[config.mk]
export PLATFORM = sky130hd
export DESIGN_NAME = dmem_responder
export DESIGN_NICKNAME = d
export VERILOG_FILES = /design/src/rtl/dmem_responder.sv
export SDC_FILE = /design/constraint.sdc
export NUM_CORES = 2
export LEC_CHECK = 0
export CAP_MARGIN = 20
export CORE_MARGIN = 5
export CORE_UTILIZATION = 40
export DETAILED_ROUTE_END_ITERATION = 16
export PLACE_DENSITY_LB_ADDON = 0.08
export SLEW_MARGIN = 0
export SYNTH_ARGS = -nofsm -noshare
export SYNTH_HDL_FRONTEND = slang
export SYNTH_SLANG_ARGS = --single-unit
[constraint.sdc]
create_clock -name Clk -period 3.6 [get_ports Clk]
set_input_delay 0.36 -clock Clk [delete_from_list [all_inputs] [get_ports Clk]]
set_output_delay 0.36 -clock Clk [all_outputs]
set_load 0.1 [all_outputs]
[src/rtl/dmem_responder.sv]
// Multi-cycle data-memory responder: accepts one load/store, waits LATENCY cycles, then pulses Ready.
// Optional byte-lane store enables are compiled in with `define DMEM_BYTE_EN.
module dmem_responder #(
    parameter int ADDR_BITS = 6,
    parameter int LATENCY   = 2
) (
    input  logic        Clk,
    input  logic        Rst_n,
    input  logic        Req,
    input  logic        WE,
    input  logic [31:0] Addr,
    input  logic [31:0] DataIn,
`ifdef DMEM_BYTE_EN
    input  logic [3:0]  ByteEn,
`endif
    output logic        Ready,
    output logic [31:0] DataOut,
    output logic        Busy,
    output logic        AddrErr
);

    localparam int DEPTH = 2 ** ADDR_BITS;

    typedef enum logic [1:0] {
        S_IDLE,
        S_WAIT,
        S_RESP
    } state_t;

    state_t                 state_q, state_d;
    logic [3:0]             cnt_q;
    logic                   we_q;
    logic [ADDR_BITS+1:0]   addr_q;
    logic [31:0]            din_q;
    logic [3:0]             lane_en;
    logic                   accept;
    logic                   access;
    logic                   misaligned;
    logic [ADDR_BITS-1:0]   idx;
    logic [31:0]            rd_word;
    logic [31:0]            merged;
    logic                   mem_we;
    logic [31:0]            mem [DEPTH];

    // Upper address bits alias by design; they are intentionally dropped.
    logic                   addr_hi_unused;
    assign addr_hi_unused = ^Addr[31:ADDR_BITS+2];

`ifdef DMEM_BYTE_EN
    logic [3:0] be_q;
    always_ff @(posedge Clk or negedge Rst_n) begin
        if (!Rst_n)      be_q <= 4'h0;
        else if (accept) be_q <= ByteEn;
    end
    assign lane_en = be_q;
`else
    assign lane_en = 4'hF;
`endif

    assign idx        = addr_q[ADDR_BITS+1:2];
    assign misaligned = |addr_q[1:0];
    assign rd_word    = mem[idx];
    assign mem_we     = access && we_q && !misaligned;
    assign Ready      = (state_q == S_RESP);
    assign Busy       = (state_q != S_IDLE);

    // NOTE: sequential state uses non-blocking (<=) so every register samples pre-edge values.
    always_ff @(posedge Clk or negedge Rst_n) begin
        if (!Rst_n) state_q <= S_IDLE;
        else        state_q <= state_d;
    end

    // NOTE: every output of this block gets a default first, so no path leaves one unassigned (no latch).
    always_comb begin
        state_d = state_q;
        accept  = 1'b0;
        access  = 1'b0;
        case (state_q)
            S_IDLE: if (Req) begin
                accept  = 1'b1;
                state_d = S_WAIT;
            end
            S_WAIT: if (cnt_q == 4'd0) begin
                access  = 1'b1;
                state_d = S_RESP;
            end
            S_RESP:  state_d = S_IDLE;
            default: state_d = S_IDLE;
        endcase
    end

    always_comb begin
        merged = rd_word;
        for (int b = 0; b < 4; b++) begin
            if (lane_en[b]) merged[8*b +: 8] = din_q[8*b +: 8];
        end
    end

    always_ff @(posedge Clk or negedge Rst_n) begin
        if (!Rst_n) begin
            cnt_q   <= 4'd0;
            we_q    <= 1'b0;
            addr_q  <= '0;
            din_q   <= 32'h0;
            DataOut <= 32'h0;
            AddrErr <= 1'b0;
        end else if (accept) begin
            cnt_q  <= 4'(LATENCY);
            we_q   <= WE;
            addr_q <= Addr[ADDR_BITS+1:0];
            din_q  <= DataIn;
        end else if (access) begin
            AddrErr <= misaligned;
            if (misaligned) DataOut <= 32'h0;
            else if (we_q)  DataOut <= merged;
            else            DataOut <= rd_word;
        end else if (state_q == S_WAIT) begin
            cnt_q <= cnt_q - 4'd1;
        end
    end

    // NOTE: the array is deliberately not reset; contents survive Rst_n like a real RAM.
    always_ff @(posedge Clk) begin
        if (mem_we) mem[idx] <= merged;
    end

endmodule

Word-level counts from Yosys, hierarchy flattened
Memories as Yosys holds them, arrays and structs flattened. Index checks and enable logic that the tools add are counted.

ROM bits: 0. Logic and storage cells: 40. Bits in latches: 0. Bits in registers: 80. Memory bits (writable): 2048. Output and inout bits: 35. Memories kept: 1.

Memories: mem (depth 64, width 32, rd ports 1, clocked after Yosys merged registers in 0, write ports 1, RTL line 43) `logic [31:0] mem [DEPTH];`.

Muxes and demuxes: 14. Reduce and logical (&&, ||, !) cells: 11. Eq/ne operators: 5. Multiply operators: 0. Div/mod/pow operators: 0. Add/subtract/negate cells: 1. Bitwise logic cells: 1. $lt $le $gt $ge: 0. Shift operators: 0.

Operator list (number): $mux W32 (2); $mux W4 (3); $mux W1 (6); $ne A2 B2 Y1 const B (3); $reduce_and A2 Y1 (3); $logic_not A4 Y1 (1); $mux W2 (2); $pmux W2 S2 (1); $reduce_bool A2 Y1 (2); $sub A4 B1 Y4 const B (1); $eq A2 B1 Y1 const B (1); $eq A2 B2 Y1 const B (1); $logic_and A1 B1 Y1 (2); $logic_not A2 Y1 (1); $reduce_or A2 Y1 (1); $logic_not A1 Y1 (1); $not A1 Y1 (1).

Logic depth before layout (Yosys ltp)
Word-level depth: 7. Depth in mapped cells: 11. Depth with buffers taken out: 8.

Least setup slack after synthesis
OpenSTA, ideal clock, no wires.

Path kind: reg-to-reg. From: register cnt_q[0]. To: memory mem[13][0] (enable). Slack: -68 ps. Stages on the path, launching flop included: 9. Period minus slack after synthesis: 3668 ps. Data required time: 3179 ps. Setup time: 421 ps. Arrival time: 3247 ps. Cells stage by stage: dfrtp_1 > inv_1 > ha_1 > nor3b_1 > nand2_1 > or3_1 > nor3_1 > nand2_1 > nor2_1.

Cells in the longest elaborated chain, start to end: 7.

RTL lines: start: declaration (RTL line 31) `logic [3:0] cnt_q;`; start signal: assignment (RTL line 108) `cnt_q <= 4'(LATENCY);`; start signal: assignment (RTL line 118) `cnt_q <= cnt_q - 4'd1;`; $logic_not A4 Y1 (RTL line 83) `S_WAIT: if (cnt_q == 4'd0) begin`; $mux W1 (RTL line 83); $mux W1 (RTL line 78) `case (state_q)`; $logic_and A1 B1 Y1 (2 in a row) (RTL line 63) `assign mem_we = access && we_q && !misaligned;`; $mux W1 (RTL line 124) `if (mem_we) mem[idx] <= merged;`; $mux W1 (not written as such) (RTL line 124); end: declaration (RTL line 43).

No other way between the ends.

Final worst setup path
From: register addr_q[2]. To: register DataOut[23].

Cells in the longest elaborated chain, start to end: 3.

RTL lines: start: declaration (RTL line 33) `logic [ADDR_BITS+1:0] addr_q;`; start signal: assignment (RTL line 110) `addr_q <= Addr[ADDR_BITS+1:0];`; $mem_v2 Z64 W32; $mux W32 (RTL line 115) `else if (we_q) DataOut <= merged;`; $mux W32 (RTL line 114) `if (misaligned) DataOut <= 32'h0;`; end signal: assignment (RTL line 115); end signal: assignment (RTL line 116) `else DataOut <= rd_word;`; end: declaration (RTL line 17) `output logic [31:0] DataOut,`.

No other way between the ends. A chain may end at the register's enable or synchronous reset.

==> results.md <==
Status:
- The flow ran to the end, and the final reports show no timing, DRC or antenna violations.

Synth:
- The adder-cell share of the synthesized area is 0.000154.
- The number of nets in the synthesized netlist is 4353.
- The fraction of registers with async set/reset is 0.0376.
- The number of flops mapped to enable cells by yosys is 2048.
- The flip-flop cell with the highest count after synthesis is edfxtp_1.
- The sequential cell area fraction in the yosys report is 0.779.
- In this run the mean area of a mapped cell was 19.0 um^2.
- Measured against the total synthesized area, the mux share comes to 0.0982.
- The area fraction in compound gates after synthesis is 0.0773.
- The xor and xnor area share after synthesis is 0.000322.
- The largest family of logic cells by synthesized area is multiplexers.
- The post-synthesis simple-gate area fraction is 0.0260.
- For this run, the number of Yosys warnings is 0.
- Counting flops and latches in the post-synthesis netlist gives between 2000 and 2500.
- The number of different library cells in the post-synthesis netlist is 73.
- Synthesis handed over a netlist of 4284 instances.
- The combined area of all synthesized cells is 0.0815 mm^2.

Setup path:
- At the worst endpoint, the required time is 4350 ps.
- Data on the critical path arrives at its endpoint at 4240 ps.
- The kind of start point of the critical path is a register.
- In this run the critical register-to-register path is launched from addr_q[2].
- The startpoint of the worst setup timing path is addr_q[2].
- The critical path is of the register to register type.
- Along the worst path, the maximum fanout reaches 28.
- The sort of element at the end of the critical path is a register.

Finish:
- The final-stage net count is a little under 5000.
- The multi-input combinational cells in the finished layout cover a total of 0.0170 mm^2.
- Counting the fill cells in the layout gives 16900.
- The flip-flop and latch area is approximately 0.064 mm^2.
- The library cells used most frequently in the layout, excluding fill and tap cells, are edfxtp_1, buf_4, a221oi_1.
- From synthesis to final layout, the design area changed by 19.0%.
- For this run, the share of the core covered by cells in the final layout is 0.479.
- The most common library cell in the layout ignoring fill and taps is edfxtp_1.
- The fraction of layout instances using a drive strength above 1 is 0.243.

Place:
- Once detailed placement completed, the half-perimeter wirelength came to 178000 um.
- During placement, the flow inserted port buffers numbering 78.
- The routability congestion estimate from global placement is 0.834.

Die:
- The total I/O pin count is about 100.
- After floorplanning, the core was divided into approximately 170 placement rows.
- The floorplan die width is 461 um.
- The die area is 0.213 mm^2.
- The initial cell density of the core is 0.402.
- The die span in y is 461 um.
- The area of the core is 0.203 mm^2.

Detailed routing:
- The initial detailed-routing violation count is 5570.
- The routed design has 284000 um of wire.
- After detailed routing, the average wire length per cell comes to ~37 um.
- The first-pass iteration count of the detailed router is 5.
- In the routed design, unresolved DRC markers number 0.
- The count of nets left with antenna violations once routing finished came out at 0.
- The via density per instance is 6.11.
- The routed layout has 46700 vias.

Flow run:
- The tool flagged a number of max-cap violations equal to 0.

Timing:
- The worst path in the final design needs a cycle of 3490 ps, including I/O delays and setup.
- Setup violations remaining at the end of the flow were counted as 0.
- The final count of hold timing violations is 0.
- Between clock sinks in the finished design, the worst skew comes to roughly 31 ps.
- The number of max-slew violations in the final report is 0.
- The worst hold slack across all endpoints is just over 90 ps.
- The period utilization is 0.969.
- Setup repair after global routing left no endpoint under its margin.
- The slew at the pin with the worst max-slew slack is 1090 ps.
- Based on the critical path, the design can be clocked at up to between 200 and 300 MHz.
- Measured against its own limit, the worst slew margin works out to 0.266.

Clock tree:
- Once the clock tree was built, the resizer swapped 0 gates to a different size.
- The buffer cell driving the clock tree root is clkbuf_16.
- The register clock-pin slew on the reported worst setup and hold paths is ~60 ps.
- CTS built an H-tree with a depth of 4.
- The clock latency reported for the late side of the worst-skew pair is approximately 860 ps.
- The post-CTS setup repair buffer count is 0.
- TritonCTS built the clock tree.
- The number of clock buffers added by TritonCTS is 222.
- The buffer depth of the longest clock path is 3.
- The total number of clock tree sinks is 2128.

Pwr:
- The net switching share of the total power is 0.362.
- The worst-case IR drop observed on VDD is 534 uV.
- The internal portion of the total power is 53.1 mW.
- The leakage power of the design is 31.1 nW.
- The ratio of total power to cell area is 858 mW/mm^2.
- The net switching power figure is 30.1 mW.
- The part of the power in combinational logic is 0.319.
- The share of total power dissipated in the clock network is 0.272.
- The register share of total power is 0.409.

Hold path:
- The path class of the lowest-slack min-delay path is input pin to async pin.

Global route:
- The first global-routing pass estimated 389000 um of wire.
- Global routing finished with a remaining overflow of 0.
- Entering global routing, the biggest net connects 68 pins.
- The overall global routing resource usage is 0.265.
- The number of global-route vias before repair is ~45000.
- The initial antenna violation count came to 19.
## registers in the layout (all words and copies together), names as in the netlist
name     cells
addr_q       8
state_q      2
we_q         1
DataOut     32
mem       2048
AddrErr      1
din_q       32
cnt_q        4
## area by class of cell
cell class | count | area share
flip-flops and latches | 2128 | 0.655
diodes | 6 | 0.000155
inverters | 8 | 0.000400
well taps | 2672 | 0.0345
repair buffers | 547 | 0.0599
multi-input cells | 1856 | 0.176
clock inverters | 109 | 0.00982
clock buffers | 315 | 0.0639
## cells in the mapped netlist, types with 6 or more instances
| library cell | number | share of area |
|---|---|---|
| edfxtp_1 | 2048 | 0.75 |
| a221oi_1 | 274 | 0.029 |
| mux2i_1 | 233 | 0.029 |
| nor2_1 | 213 | 0.0098 |
| mux4_2 | 207 | 0.057 |
| nand2_1 | 132 | 0.0061 |
| o21ai_0 | 132 | 0.0081 |
| a22oi_1 | 119 | 0.011 |
| buf_2 | 112 | 0.0069 |
| clkbuf_1 | 102 | 0.0047 |
| o22ai_1 | 92 | 0.0071 |
| dfrtp_1 | 80 | 0.025 |
| mux2_2 | 73 | 0.010 |
| a21oi_1 | 72 | 0.0044 |
| nor3_1 | 34 | 0.0021 |
| a22o_1 | 31 | 0.0033 |
| buf_4 | 31 | 0.0029 |
| buf_1 | 28 | 0.0013 |
| nand3_1 | 28 | 0.0017 |
| a32oi_1 | 18 | 0.0019 |
| buf_6 | 16 | 0.0022 |
| and3_1 | 12 | 0.00092 |
| nor2b_1 | 10 | 0.00077 |
| a31oi_1 | 9 | 0.00069 |
| o211ai_1 | 9 | 0.00083 |
| o21a_1 | 9 | 0.00083 |
| and4_1 | 8 | 0.00086 |
| nand4_1 | 8 | 0.00061 |
| o22a_1 | 8 | 0.00086 |
| mux4_1 | 7 | 0.0023 |
| a311oi_1 | 6 | 0.00064 |
| o2111ai_1 | 6 | 0.00064 |
| o31ai_1 | 6 | 0.00055 |
## final timing paths
check                         endpoint  slack, ps  cells past startpoint
min in group Clk             addr_q[1]        110                      2
max in group asynchronous  DataOut[10]       2540                      3
hold reg to reg             state_q[0]        480                      1
setup / recovery           DataOut[23]        110                      9
hold / removal             DataOut[13]         90                      2
setup reg to reg           DataOut[23]        110                      9
## per-layer routing
layer  vias to the layer above  GRT usage  share of wire
li1                      18900          -              -
met1                     25300      0.384           0.43
met2                      2116      0.415           0.47
met3                       391     0.0491          0.077
met4                         2     0.0704          0.028
met5                         -          0       0.000046
## worst max-delay path, cell delays in order, from the launching register on
cell	delay [ps]
dfrtp_4	710
buf_12	280
nor2_4	160
buf_12	250
buf_12	200
a221oi_1	370
nor2_1	60
o21ai_0	570
nand3_1	470
a2bb2oi_1	240
## metrics by stage
step                TNS, ps  setup WS [ps]  instances  power (mW)  instance area (um^2)
floorplan           -124150          -68.1       4284        46.8                 81500
detailed placement        0            197       7208        61.0                 89800
global placement          0            209       7204        60.7                 89700
CTS                       0            157       7634        83.6                 96900
finish                    0            111       7641        83.2                 97000
global route              0            127       7636        85.9                 96900
## logic make-up after synthesis
| logic type | Yosys count |
|---|---|
| compound gates | 851 |
| flops | 2128 |
| xor+xnor | 3 |
| fa+ha+maj | 1 |
| mux | 520 |
| buf+inv | 300 |
| simple gates | 481 |
## repair_timing
action                                 4_1_cts  5_1_grt
endpoints found under the hold margin       39        0
setup endpoints to repair                    0        0
hold buffers                                 2        0
## power groups by stage
stage	clock network [mW]	registers, mW	logic (mW)
global placement	0	34.9	25.8
global route	24.1	34.2	27.6
floorplan	0	34.6	12.3
finish	22.7	34.1	26.5
detailed placement	0	34.7	26.3
CTS	23.0	34.2	26.3
Note: power is estimated with default switching activity, not from simulation.
